File: config.mk
export PLATFORM = sky130hd
export DESIGN_NAME = pinmux_pad_attr_writer
export DESIGN_NICKNAME = d
export VERILOG_FILES = /design/src/rtl/pinmux_pad_attr_writer.sv
export SDC_FILE = /design/constraint.sdc
export NUM_CORES = 1
export LEC_CHECK = 0
export ABC_AREA = 1
export BUFFER_PORTS_ARGS = -buffer_cell sky130_fd_sc_hd__buf_2
export CAP_MARGIN = 20
export CORE_ASPECT_RATIO = 2
export CORE_MARGIN = 3
export CORE_UTILIZATION = 45
export CTS_CLUSTER_DIAMETER = 200
export CTS_CLUSTER_SIZE = 28
export DETAILED_ROUTE_END_ITERATION = 10
export HOLD_SLACK_MARGIN = 0.08
export PLACE_DENSITY = 0.75
export SLEW_MARGIN = 20
export SYNTH_ARGS = -nofsm -noshare
export SYNTH_HDL_FRONTEND = slang
export SYNTH_SLANG_ARGS = --single-unit
File: constraint.sdc
create_clock -name clk_i -period 3.5 [get_ports clk_i]
set_input_delay 0.35 -clock clk_i [delete_from_list [all_inputs] [get_ports clk_i]]
set_output_delay 0.35 -clock clk_i [all_outputs]
set_load 0.1 [all_outputs]
File: src/rtl/pinmux_pad_attr_writer.sv
// Pad attribute writer: accepts attribute updates from the pinmux register
// file, forwards each one to the addressed pad over a req/ack handshake, and
// keeps a shadow copy of the value the pad actually took (masked by PadType).
module pinmux_pad_attr_writer #(
   parameter int NPads         = 4,
   parameter int AttrDw        = 13,
   parameter int PadType       = 0,
   parameter int TimeoutCycles = 15,
   localparam int IdxW         = (NPads > 1) ? $clog2(NPads) : 1
) (
   input  logic              clk_i,
   input  logic              rst_i,
   input  logic              wr_req_i,
   input  logic [IdxW-1:0]   wr_idx_i,
   input  logic [AttrDw-1:0] wr_attr_i,
   output logic              wr_ready_o,
   output logic              pad_req_o,
   output logic [IdxW-1:0]   pad_idx_o,
   output logic [AttrDw-1:0] pad_attr_o,
   input  logic              pad_ack_i,
   input  logic [AttrDw-1:0] pad_attr_i,
   input  logic [IdxW-1:0]   rd_idx_i,
   output logic [AttrDw-1:0] rd_attr_o,
   output logic              busy_o,
   output logic              done_o,
   output logic              err_o,
   input  logic              err_clr_i
);

   // Bits the pad flavour allows software to write; all others read as 0.
   localparam logic [AttrDw-1:0] AttrMask =
      (PadType == 0) ? {AttrDw{1'b1}} :
      (PadType == 1) ? AttrDw'(3)     :
      (PadType == 2) ? AttrDw'(15)    : '0;

   // Counter only needs to reach TimeoutCycles-1.
   localparam int CntW = (TimeoutCycles > 1) ? $clog2(TimeoutCycles) : 1;
   localparam logic [CntW-1:0] CntLast = CntW'(TimeoutCycles - 1);
   localparam logic [IdxW:0]   NPadsW  = (IdxW + 1)'(NPads);

   typedef enum logic {
      IDLE = 1'b0,
      REQ  = 1'b1
   } state_e;

   state_e            state_q, state_d;
   logic [CntW-1:0]   cnt_q;
   logic [IdxW-1:0]   pad_idx_q;
   logic [AttrDw-1:0] pad_attr_q;
   logic              done_q;
   logic              err_q;
   logic [AttrDw-1:0] shadow_q [NPads];

   logic idx_ok;
   logic start;
   logic bad_idx;
   logic ack_ok;
   logic timeout;

   assign idx_ok = ({1'b0, wr_idx_i} < NPadsW);

   // Next-state logic and the single-cycle events that drive the datapath.
   always_comb begin
      // NOTE: every signal gets a default first so no path leaves it unassigned (no latches).
      state_d = state_q;
      start   = 1'b0;
      bad_idx = 1'b0;
      ack_ok  = 1'b0;
      timeout = 1'b0;
      case (state_q)
         IDLE: begin
            if (wr_req_i) begin
               if (idx_ok) begin
                  start   = 1'b1;
                  state_d = REQ;
               end else begin
                  bad_idx = 1'b1;
               end
            end
         end
         REQ: begin
            // An ack on the last allowed cycle still counts as success.
            if (pad_ack_i) begin
               ack_ok  = 1'b1;
               state_d = IDLE;
            end else if (cnt_q == CntLast) begin
               timeout = 1'b1;
               state_d = IDLE;
            end
         end
         default: state_d = IDLE;
      endcase
   end

   // State register; reset abandons any transaction in flight.
   always_ff @(posedge clk_i or posedge rst_i) begin
      // NOTE: sequential state uses non-blocking assignments so all flops update together.
      if (rst_i) state_q <= IDLE;
      else       state_q <= state_d;
   end

   // Request payload and REQ-cycle counter, captured on accept.
   always_ff @(posedge clk_i or posedge rst_i) begin
      if (rst_i) begin
         pad_idx_q  <= '0;
         pad_attr_q <= '0;
         cnt_q      <= '0;
      end else if (start) begin
         pad_idx_q  <= wr_idx_i;
         pad_attr_q <= wr_attr_i & AttrMask;
         cnt_q      <= '0;
      end else if (state_q == REQ && !pad_ack_i) begin
         cnt_q <= cnt_q + 1'b1;
      end
   end

   // Completion pulse and sticky error flag (set beats clear).
   always_ff @(posedge clk_i or posedge rst_i) begin
      if (rst_i) begin
         done_q <= 1'b0;
         err_q  <= 1'b0;
      end else begin
         done_q <= ack_ok;
         if (timeout || bad_idx) err_q <= 1'b1;
         else if (err_clr_i)     err_q <= 1'b0;
      end
   end

   // Shadow of the value each pad reported back, masked to writable bits.
   always_ff @(posedge clk_i or posedge rst_i) begin
      // NOTE: the shadow is small and must read 0 after reset, so it is built from resettable flops.
      if (rst_i) begin
         for (int i = 0; i < NPads; i++) shadow_q[i] <= '0;
      end else if (ack_ok) begin
         for (int i = 0; i < NPads; i++) begin
            if (pad_idx_q == IdxW'(i)) shadow_q[i] <= pad_attr_i & AttrMask;
         end
      end
   end

   // Combinational shadow read; indices with no pad read as 0.
   always_comb begin
      rd_attr_o = '0;
      for (int i = 0; i < NPads; i++) begin
         if (rd_idx_i == IdxW'(i)) rd_attr_o = shadow_q[i];
      end
   end

   assign wr_ready_o = (state_q == IDLE);
   assign busy_o     = (state_q == REQ);
   assign pad_req_o  = (state_q == REQ);
   assign pad_idx_o  = pad_idx_q;
   assign pad_attr_o = pad_attr_q;
   assign done_o     = done_q;
   assign err_o      = err_q;

endmodule

# After elaboration in Yosys (flattened, before gate mapping)
# Cells that the tools add are included.
# Widths: inputs -> output; s select.
[word_totals]
output_inout_bits = 33
in_bits = 35
reg_bits = 74
[op_classes]
n_reduce_logical = 10
bitwise = 1
addsub = 1
n_eq_ne = 7
n_mux = 18
[ops]
columns = ["cell", "count"]
rows = [
  ["$mux 13", 4],
  ["$mux 1", 11],
  ["$eq 2x2->1 const B", 4],
  ["$mux 4", 2],
  ["$reduce_and 2->1", 4],
  ["$add 4x1->4 const B", 1],
  ["$eq 2x1->1 const B", 2],
  ["$eq 4x4->1 const B", 1],
  ["$logic_not 2->1", 2],
  ["$reduce_bool 2->1", 2],
  ["$pmux 1 s2", 1],
  ["$logic_and 1x1->1", 1],
  ["$logic_not 1->1", 1],
  ["$not 1->1", 1],
]

# Longest topological paths before layout
# Gate-level depths: netlist of run 1.
[depth]
word_depth = 5
depth_mapped = 6

# Least setup slack after synthesis of run 1
# Ideal clock, no wire load.
[synth_timing]
path_kind = "register to register"
start = "reg state_q, in the netlist busy_o"
end = "reg pad_attr_q[0], in the netlist pad_attr_o[0]"
path_stages_with_launch = 7
setup_slack_ps = 1051
required_time_ps = 3380
arrival_time_ps = 2329
period_less_slack_ps = 2449
setup_time_ps = 120
path_cell_list = "dfrtp_1 -> inv_1 -> nand2_2 -> inv_2 -> buf_2 -> nand2_1 -> nand2_1"
[synth_between]
elab_chain_len = 1
[synth_lines]
columns = ["item", "line", "rtl"]
rows = [
  ["from (decl)", "46", "state_e state_q, state_d;"],
  ["from (signal assigned)", "99", "else state_q <= state_d;"],
  ["$mux 1", "70", "case (state_q)"],
  ["to (signal assigned)", "110", "pad_attr_q <= wr_attr_i & AttrMask;"],
  ["to (decl)", "49", "logic [AttrDw-1:0] pad_attr_q;"],
]
# No other way between the ends.
# A chain may end at the register's enable or synchronous reset.

# Final worst setup path of run 1
[layout_timing]
start = "in rd_idx_i[0]"
end = "out rd_attr_o[3]"
[layout_between]
elab_chain_len = 5
word_cells_on_any_way = 8
cone_classes = "eq/ne (3); mux (4); reduce/logical (1)"
[layout_lines]
columns = ["item", "line", "rtl"]
rows = [
  ["from (decl)", "22", "input logic [IdxW-1:0] rd_idx_i,"],
  ["$logic_not 2->1", "145", "if (rd_idx_i == IdxW'(i)) rd_attr_o = shadow_q[i];"],
  ["$mux 13 (3 in a row)", "145", ""],
  ["$mux 13 (*)", "145", ""],
  ["to (decl)", "23", "output logic [AttrDw-1:0] rd_attr_o,"],
]
# Mark *: on every way between the ends. The rest lies on a longest branch, timed or not.

==> results of run 1 <==
## routing by layer
| layer | global-route usage | routed length (um) | vias up |
|---|---|---|---|
| li1 | - | - | 1274 |
| met1 | 0.2135 | 2745 | 1189 |
| met2 | 0.3317 | 3704 | 75 |
| met3 | 0.05144 | 348 | 11 |
| met4 | 0.09413 | 162 | 0 |
| met5 | 0 | 0 | - |
## power by group through the flow
stage	sequential (mW)	combinational, mW	clock, mW
floorplan	1.65	0.954	0
global placement	1.40	1.41	0
detailed placement	1.41	1.43	0
CTS	1.40	1.44	0.815
global route	1.45	1.53	0.849
finish	1.41	1.42	0.795
## state kept, by name, indices dropped and copies added (netlist names)
| name | count |
|---|---|
| busy_o | 1 |
| pad_idx_o | 2 |
| cnt_q | 4 |
| pad_attr_o | 13 |
| shadow_q | 52 |
| done_o | 1 |
| err_o | 1 |
## stage by stage
step	worst slack (ps)	cells	power [mW]
finish	1607	520	3.623
floorplan	1051	362	2.602
detailed placement	1594	506	2.847
global route	1527	520	3.835
global placement	1668	506	2.809
CTS	1594	520	3.655
## path summary, 6_finish.rpt
path	start	end	depth (start not counted)	slack, ps
min in group clk_i	wr_attr_i[10]	pad_attr_o[10]	3	220
max in group asynchronous	rst_i	shadow_q[43]	3	2380
hold reg to reg	pad_attr_o[7]	pad_attr_o[7]	2	470
setup / recovery	rd_idx_i[0]	rd_attr_o[3]	6	1610
setup reg to reg	pad_idx_o[1]	shadow_q[3]	4	2040
hold / removal	rst_i	pad_attr_o[12]	2	150
## final cells by class
cell class | instances | area (um^2)
Sequential cell | 74 | 1852
Clock buffer | 14 | 254.0
Timing Repair Buffer | 71 | 365.4
Tap cell | 88 | 110.1
Inverter | 26 | 97.59
Multi-Input combinational cell | 247 | 1119
Fill cell | 659 | 2929
## cell usage after synthesis (all sizes together)
library cell  count
a21oi            13
clkbuf            3
o21ai            44
o22ai             1
ha                2
nand4            13
xnor2             1
nand2           148
dfrtp            74
nor2             22
nand3             3
inv              26
buf              12
## layout by cell type (no fill, tap or decap), types with 2 or more instances in the layout
cell type,count
sky130_fd_sc_hd__a21oi_1,6
sky130_fd_sc_hd__nand2_2,5
sky130_fd_sc_hd__nand4_1,13
sky130_fd_sc_hd__inv_2,3
sky130_fd_sc_hd__o21ai_1,9
sky130_fd_sc_hd__nand3_1,2
sky130_fd_sc_hd__buf_2,67
sky130_fd_sc_hd__clkbuf_1,4
sky130_fd_sc_hd__o21ai_0,35
sky130_fd_sc_hd__dfrtp_1,74
sky130_fd_sc_hd__nor2_1,21
sky130_fd_sc_hd__nand2_1,143
sky130_fd_sc_hd__a21oi_2,7
sky130_fd_sc_hd__buf_4,4
sky130_fd_sc_hd__inv_1,23
sky130_fd_sc_hd__clkbuf_16,9
sky130_fd_sc_hd__ha_1,2
## cell families (layout without fill, tap and decap cells)
kind of cell | Yosys count | after routing | share of synthesized area
AO/OA/AOI/OAI | 58 | 58 | 0.09996
XOR/XNOR | 1 | 1 | 0.002755
adder cells (fa/ha/maj) | 2 | 2 | 0.007870
buffers and inverters | 41 | 111 | 0.06572
flip-flops | 74 | 74 | 0.5824
AND/OR/NAND/NOR | 186 | 186 | 0.2412
## critical path, stage by stage
cell                      delay, ps
sky130_fd_sc_hd__buf_2          110
sky130_fd_sc_hd__nand2_1         50
sky130_fd_sc_hd__inv_1          370
sky130_fd_sc_hd__nand2_1        110
sky130_fd_sc_hd__nand4_1        120
sky130_fd_sc_hd__buf_2          430
==> out/results.tsv, run 1 <==
metric	value	unit
post_cts_resize_count	0	
power.share.sequential	0.388	
worst_setup_hold_path_clk_slew	50	ps
register_bit_total_from_synthesis	74	
worst_clock_skew	3.760	ps
worstSetupEndpointType	output port	
post_route_cells_drive_above_1_share	0.2269	
ys_seq_area_frac	0.5824	
crit_required	3150	ps
timing.critical_path.fanout_max	13	
wl_per_cell	13.39	um
worst-slew-pin-transition	737.6	ps
clk_root_buffer_cell	sky130_fd_sc_hd__clkbuf_16	
timing.setup.tns	0	ps
cell_internal_pwr	1.991	mW
layout_nets	466	
dpl-instance-area	3543	um^2
dp_hpwl	4835	um
die_width	65.44	um
mappedNetlistNets	399	
synthDominantCellAreaShare	0.5824	
period_share	0.5409	
finalCriticalPeriod	1893	ps
vdd.ir_drop.worst	0.5383	mV
grtUsageTotal	0.1931	
start_util	0.4727	
ioPinCount	68	
first_global_vias	2646	
postSynthCellCount	362	
worstPathArrival	1540	ps
synth_largest_area_cell	sky130_fd_sc_hd__dfrtp_1	
post-route-cell-area	3797	um^2
drv_slew	0	
dr.pass1.iters	4	
fin_worst_hold_slack	152.6	ps
grt_antenna_before_repair	0	
rsz_0062_raised_after_global_routing	no	
hold_class	input port to async pin	
max_clock_freq	0.5282	GHz
antenna_violating_nets_post_route	0	
num_clock_sinks	74	
grt_start_max_net_pins	40	
max_cap_viol_count	0	
hold_viol	0	
part_of_the_power_in_the_clock_network	0.219	
cts_tree	yes	
postCtsSetupRepairBufs	0	
powerDensity	954.0	nW/um^2
final_util	0.5645	
gp_congestion	0.8230	
die_h	124.9	um
post_synth_num_cell_types	22	
critPathKind	input port to output port	
synth.cell_area	3179	um^2
post_synth.cell_area_avg	8.783	um^2
fp.coreArea	6726	um^2
worst_slew_margin_rel	0.5075	
setup-violations-final	0	
max-clock-path-buffers	2	
total_leakage_power	1.974	nW
worst_skew_pair.late_latency	330	ps
vias_per_cell	4.902	
grt_first_pass_wirelength	11950	um
ctsHtreeMaxLevel	3	
detail_route.iter0.violations	195	
netSwitchingPower	1.632	mW
status	completed	
remaining_drc_errors	0	
numCtsBuffers	9	
ys_warn_count	0	
cp-start-kind	input port	
cts_hold_buf	0	
p_comb_frac	0.392	
switching_share	0.4504	
diodes	0	
synth.top_cells.by_area	sky130_fd_sc_hd__dfrtp_1 58%, sky130_fd_sc_hd__nand2_1 17%, sky130_fd_sc_hd__o21ai_0 5.5%	
die-area	8171	um^2
gr-total-overflow	0	
rows	42	
wl	6961	um
area_growth	19.44	%
num_vias	2549	
io_buffer_count	67	
No activity file was read; power rests on OpenSTA's default activity.
==> inputs of run 2 (changes only) <==
- ABC_AREA: 1 -> 0
- PLACE_DENSITY: 0.75 -> 0.78
- clock period: 3.5 -> 1.5 ns (I/O delays scaled with it)
==> run 2 against run 1 <==
Against the previous run:
- the flow now finishes with violations (setup timing)
- critical path type is now flop to output port
- cell count shrank 20%
- largest power group unchanged
- worst setup slack worse by 1700 ps
- combinational power increased to 3.3 times the previous value
- hold slack lost 57 ps
==> out/results.tsv, run 2 <==
metric	value	unit	change
status	complete, but fails checks		
failing_checks	setup timing		
die_width	65.09	um	-0.53%
hold_viol	0		unchanged
cts_tree	yes		
worst_setup_hold_path_clk_slew	50	ps	about the same
vdd.ir_drop.worst	0.9883	mV	+84%
gr-total-overflow	0		unchanged
num_vias	2106		-17%
start_util	0.4708		-0.001903
vias_per_cell	5.050		+3.0%
async_flop_share	1.000		unchanged
timing.setup.tns	-528.8	ps	-528.8 ps
yosys.cell_count.top_type	sky130_fd_sc_hd__dfrtp_1		
mostFrequentLayoutCells	71 x sky130_fd_sc_hd__dfrtp_1, 53 x sky130_fd_sc_hd__buf_2, 45 x sky130_fd_sc_hd__nand2_1		
r2r_end	shadow_q[49]		
ctsHtreeMaxLevel	3		unchanged
place.detailed.instances	379		-25%
critical_path_startpoint	shadow_q[38]		
cp-endpoint	rd_attr_o[12]		
remaining_drc_errors	0		unchanged
first_global_vias	2281		-14%
critPathKind	flop to output port		
design_power_total	9.866	mW	+170%
ys_warn_count	0		unchanged
worst_clock_skew	8.068	ps	+4.308 ps
clk_root_buffer_cell	sky130_fd_sc_hd__clkbuf_16		
post-route-cell-area	4414	um^2	+16%
total_leakage_power	2.179	nW	+10%
ioPinCount	68		unchanged
reg2regPathDepth	4		unchanged
post_route_cells_drive_above_1_share	0.5106		+0.2838
synth.top_cells.by_area	sky130_fd_sc_hd__dfrtp_1 59%, sky130_fd_sc_hd__mux2_2 19%, sky130_fd_sc_hd__mux4_2 9.3%		
timing.critical_path.fanout_max	2		-11
grt_antenna_before_repair	0		unchanged
grt_first_pass_wirelength	11230	um	-6.1%
num_clock_sinks	74		unchanged
hold_class	input port to flop		
max_flop_register	shadow_q		
placement.setup.worst_slack	29.15	ps	-1565 ps
synth-edff-count	0		unchanged
cp-start-kind	flop		
fp.coreArea	6674	um^2	-0.78%
worst-slew-pin-transition	497.5	ps	-240.1 ps
rsz_0062_raised_after_global_routing	yes		
post_synth_num_cell_types	20		-9.1%
largest_reg_flops	52		unchanged
diodes	0		unchanged
die_h	124.2	um	-0.56%
powerDensity	2235	nW/um^2	+130%
max_cap_viol_count	0		unchanged
dp_hpwl	4436	um	-8.3%
crit_required	1350	ps	-1800 ps
rows	42		unchanged
final_common_cell	sky130_fd_sc_hd__dfrtp_1		
detail_route.iter0.violations	110		-44%
synth.cell_area	3142	um^2	-1.2%
grtUsageTotal	0.1879		-0.005260
die-area	8081	um^2	-1.1%
synth_largest_area_cell	sky130_fd_sc_hd__dfrtp_1		
register_bit_total_from_synthesis	74		unchanged
grt_start_max_net_pins	75		+88%
ys_seq_area_frac	0.5894		+0.006959
dr.pass1.iters	4		unchanged
synthFlopType	sky130_fd_sc_hd__dfrtp_1		
max-clock-path-buffers	2		unchanged
worstSetupEndpointType	output port		
postLayoutSetupSlackWorst	-53.87	ps	-1661 ps
finalCriticalPeriod	1554	ps	
dpl-instance-area	3840	um^2	+8.4%
worst-r2r-setup-slack	70	ps	-1970 ps
worstReg2RegStart	busy_o		
setup-violations-final	13		+13
area_growth	40.50	%	
layout_nets	361		-23%
synthTopCellsByCount	74 x sky130_fd_sc_hd__dfrtp_1, 52 x sky130_fd_sc_hd__mux2_2, 45 x sky130_fd_sc_hd__nand2_1		
post_synth.cell_area_avg	14.03	um^2	+60%
io_buffer_count	67		unchanged
synthDominantCellAreaShare	0.5894		+0.006959
mappedNetlistNets	261		-35%
wl_per_cell	16.02	um	+20%
gp_congestion	0.7637		-7.2%
postSynthCellCount	224		-38%
period_share	1.036		
numCtsBuffers	9		unchanged
max_clock_freq	0.6436	GHz	
antenna_violating_nets_post_route	0		unchanged
worstPathArrival	1400	ps	-140 ps
worst_slew_margin_rel	0.6706		+0.1631
worst_skew_pair.late_latency	330	ps	about the same
layoutNonFillerInstCount	417		-20%
wl	6682	um	-4.0%
drv_slew	0		unchanged
==> run 2: cell families after synthesis <==
logic type,share of synthesized area
fa+ha+maj,0.007964
simple gates,0.08642
flops,0.5894
buf+inv,0.02349
compound gates,0.01315
mux,0.2796
==> run 2: repair_timing <==
item / CTS / global route
endpoints found under the setup margin: 13 / 23
gates resized for setup: 30 / 1
hold buffers: 17 / 0
endpoints found under the hold margin: 90 / 0
buffers inserted: 5 / 0
==> run 2: cell type report <==
class / count / area [um^2]
fill: 515 / 2260
inverter: 4 / 18.77
clock inverter: 3 / 15.01
sequential: 74 / 1858
timing repair buffer: 101 / 834.6
tap: 88 / 110.1
multi-input combinational: 134 / 1328
clock buffer: 13 / 250.2
==> run 2: per-layer routing <==
layer  part of all wire  wire length (um)  GRT usage
met3              0.041               271    0.04603
met2               0.57              3778     0.3207
met1               0.38              2513     0.2176
met4              0.018               117    0.09481
met5                  0                 0          0
==> run 2: worst min-delay path by stage <==
stage / start / to / depth (start not counted)
4_1_cts: pad_attr_i[9] / shadow_q[35] / 2
2_1_floorplan: wr_idx_i[0] / pad_idx_o[0] / 2
3_3_place_gp: rst_i / pad_attr_o[12] / 3
3_5_place_dp: rst_i / pad_attr_o[12] / 3
5_1_grt: pad_attr_i[4] / shadow_q[43] / 2
6_report: pad_attr_i[6] / shadow_q[32] / 2
==> run 2: metrics by stage <==
step | hold slack [ps] | utilization
final | 95.41 | 0.6614
after global placement | 281.2 | 0.5754
after detailed placement | 288.3 | 0.5754
after CTS | 83.49 | 0.6610
after floorplan | 255.4 | -
after global routing | 95.37 | 0.6614
==> run 2: power breakdown <==
part	internal [mW]	total (mW)	switching [mW]
Clock	1.16	1.91	0.753
Sequential	2.82	3.28	0.458
Combinational	1.80	4.68	2.88
==> run 2: worst max-delay path, stage by stage, from the launching register on <==
cell and delay (ps):
sky130_fd_sc_hd__dfrtp_1 380, sky130_fd_sc_hd__mux4_2 490, sky130_fd_sc_hd__buf_6 210
==> inputs of run 3 (changes only) <==
==> constraint.sdc (replaced) <==
create_clock -name clk_i -period 1.5 [get_ports clk_i]
set_input_delay 0.3 -clock clk_i [delete_from_list [all_inputs] [get_ports clk_i]]
set_output_delay 0.3 -clock clk_i [all_outputs]
set_load 0.1 [all_outputs]
==> run 3 against run 2 <==
Against the previous run:
- the run still ends with setup timing left
- total power up 2.6%
- sequential power about the same
- register-to-register slack worse by 60 ps
- critical path type unchanged
- cell area down 0.71%
- combinational power up 3%
- routed wire length up 1.1%
- first-iteration DRC count up 45%
- clock power up 5%
- core utilization down 0.47 points
- maximum frequency down 9.1%
- hold slack worse by 37 ps
==> out/results.tsv, run 3 (synthesis results as in run 2) <==
metric	value	unit	change
max-clock-path-buffers	2		unchanged
worst_slew_margin_rel	0.6726		+0.002004
crit_required	1200	ps	-150 ps
clk_root_buffer_cell	sky130_fd_sc_hd__clkbuf_16		
numCtsBuffers	9		unchanged
num_clock_sinks	74		unchanged
worstReg2RegStart	busy_o		
num_vias	2067		-1.9%
die_width	65.09	um	unchanged
layout_nets	348		-3.6%
diodes	0		unchanged
detail_route.iter0.violations	160		+45%
dr.pass1.iters	4		unchanged
worstSetupEndpointType	output port		
mostFrequentLayoutCells	71 x sky130_fd_sc_hd__dfrtp_1, 49 x sky130_fd_sc_hd__buf_2, 45 x sky130_fd_sc_hd__nand2_1		
total_leakage_power	2.176	nW	-0.12%
final_common_cell	sky130_fd_sc_hd__dfrtp_1		
worst_skew_pair.late_latency	330	ps	about the same
largest_reg_flops	52		unchanged
hold_class	input port to async pin		
cp-start-kind	flop		
grtUsageTotal	0.1835		-0.004357
wl	6755	um	+1.1%
antenna_violating_nets_post_route	0		unchanged
max_flop_register	shadow_q		
cts_hold_buf	0		-17
worst-r2r-setup-slack	10	ps	-60 ps
period_share	1.140		+0.1040
io_buffer_count	67		unchanged
die_h	124.2	um	unchanged
status	complete, but fails checks		
ioPinCount	68		unchanged
gr-total-overflow	0		unchanged
worst_clock_skew	4.768	ps	-3.300 ps
cts_tree	yes		
gp_congestion	0.7883		+3.2%
max_cap_viol_count	0		unchanged
ctsHtreeMaxLevel	3		unchanged
rows	42		unchanged
grt_start_max_net_pins	75		unchanged
final_util	0.6567		-0.004687
failing_checks	setup timing		
grt_first_pass_wirelength	10910	um	-2.8%
vdd.ir_drop.worst	1.008	mV	+2.0%
dp_hpwl	4380	um	-1.3%
placement.setup.worst_slack	-200.9	ps	-230.0 ps
finalCriticalPeriod	1710	ps	+156.0 ps
worstPathArrival	1410	ps	about the same
remaining_drc_errors	0		unchanged
powerDensity	2310	nW/um^2	+3.3%
die-area	8081	um^2	unchanged
grt_antenna_before_repair	0		unchanged
hold_viol	0		unchanged
critical_path_startpoint	shadow_q[40]		
critPathKind	flop to output port		
rsz_0062_raised_after_global_routing	yes		
first_global_vias	2169		-4.9%
worst_setup_hold_path_clk_slew	60	ps	about the same
start_util	0.4708		unchanged
vias_per_cell	5.142		+1.8%
area_growth	39.51	%	
timing.setup.tns	-2495	ps	-1966 ps
post_route_cells_drive_above_1_share	0.5541		+0.04350
setup-violations-final	13		unchanged
timing.critical_path.fanout_max	2		unchanged
postLayoutSetupSlackWorst	-209.8	ps	-156.0 ps
drv_slew	0		unchanged
wl_per_cell	16.80	um	+4.9%
fp.coreArea	6674	um^2	unchanged
max_clock_freq	0.5849	GHz	-9.1%
worst-slew-pin-transition	494.5	ps	-3.027 ps
[run 3: changes by cell type in the layout (fill, tap and decap cells not counted), sizes merged]
cell | previous run | this run
buf | 84 | 88
bufinv | 0 | 1
clkbuf | 13 | 10
dlygate4sd3 | 17 | 0
[run 3: cell type report]
cell class                 count  area, um^2
sequential                    74        1858
clock inverter                 4       45.04
inverter                       4       21.27
timing repair buffer          88       760.7
clock buffer                  10       229.0
fill                         485        2291
multi-input combinational    134        1359
tap                           88       110.1
[run 3: worst max-delay path: stages, from the launching register on]
cell and delay, ps:
sky130_fd_sc_hd__dfrtp_1 400, sky130_fd_sc_hd__mux4_2 470, sky130_fd_sc_hd__buf_6 200
[run 3: routing by layer]
layer  wire length (um)  track usage
met1               2572       0.2126
met5                  0            0
met2               3834       0.3188
met3                220      0.04422
met4                128      0.08182
[run 3: metrics by stage]
step,hold WS (ps),instances,power (mW),cell area (um^2)
floorplan,405.4,224,6.793,3299
global placement,427.9,378,7.424,3850
detailed placement,439.9,378,7.516,3850
CTS,87.02,396,10.02,4312
finish,58.86,402,10.12,4383
global route,105.9,402,10.54,4383
[run 3: path summary, 6_finish.rpt]
path	endpoint	cells past startpoint
worst max-delay path	rd_attr_o[1]	2
worst min register to register	pad_attr_o[5]	2
worst min-delay path	shadow_q[17]	3
min in group clk_i	pad_attr_o[5]	3
max in group asynchronous	busy_o	3
worst max register to register	shadow_q[27]	5
[run 3: what timing repair did]
item	CTS	global route
buffers inserted	3	6
resized for setup	41	9
pin swaps	1	0
endpoints found under the hold margin	0	0
gates cloned	1	0
endpoints found under the setup margin	19	53
[run 3: report_power, final]
part | total, mW | switching, mW | internal, mW | leakage, nW
registers | 3.31 | 0.490 | 2.82 | 0.900
logic | 4.80 | 2.89 | 1.91 | 1.14
clock network | 2.01 | 0.750 | 1.26 | 0.138
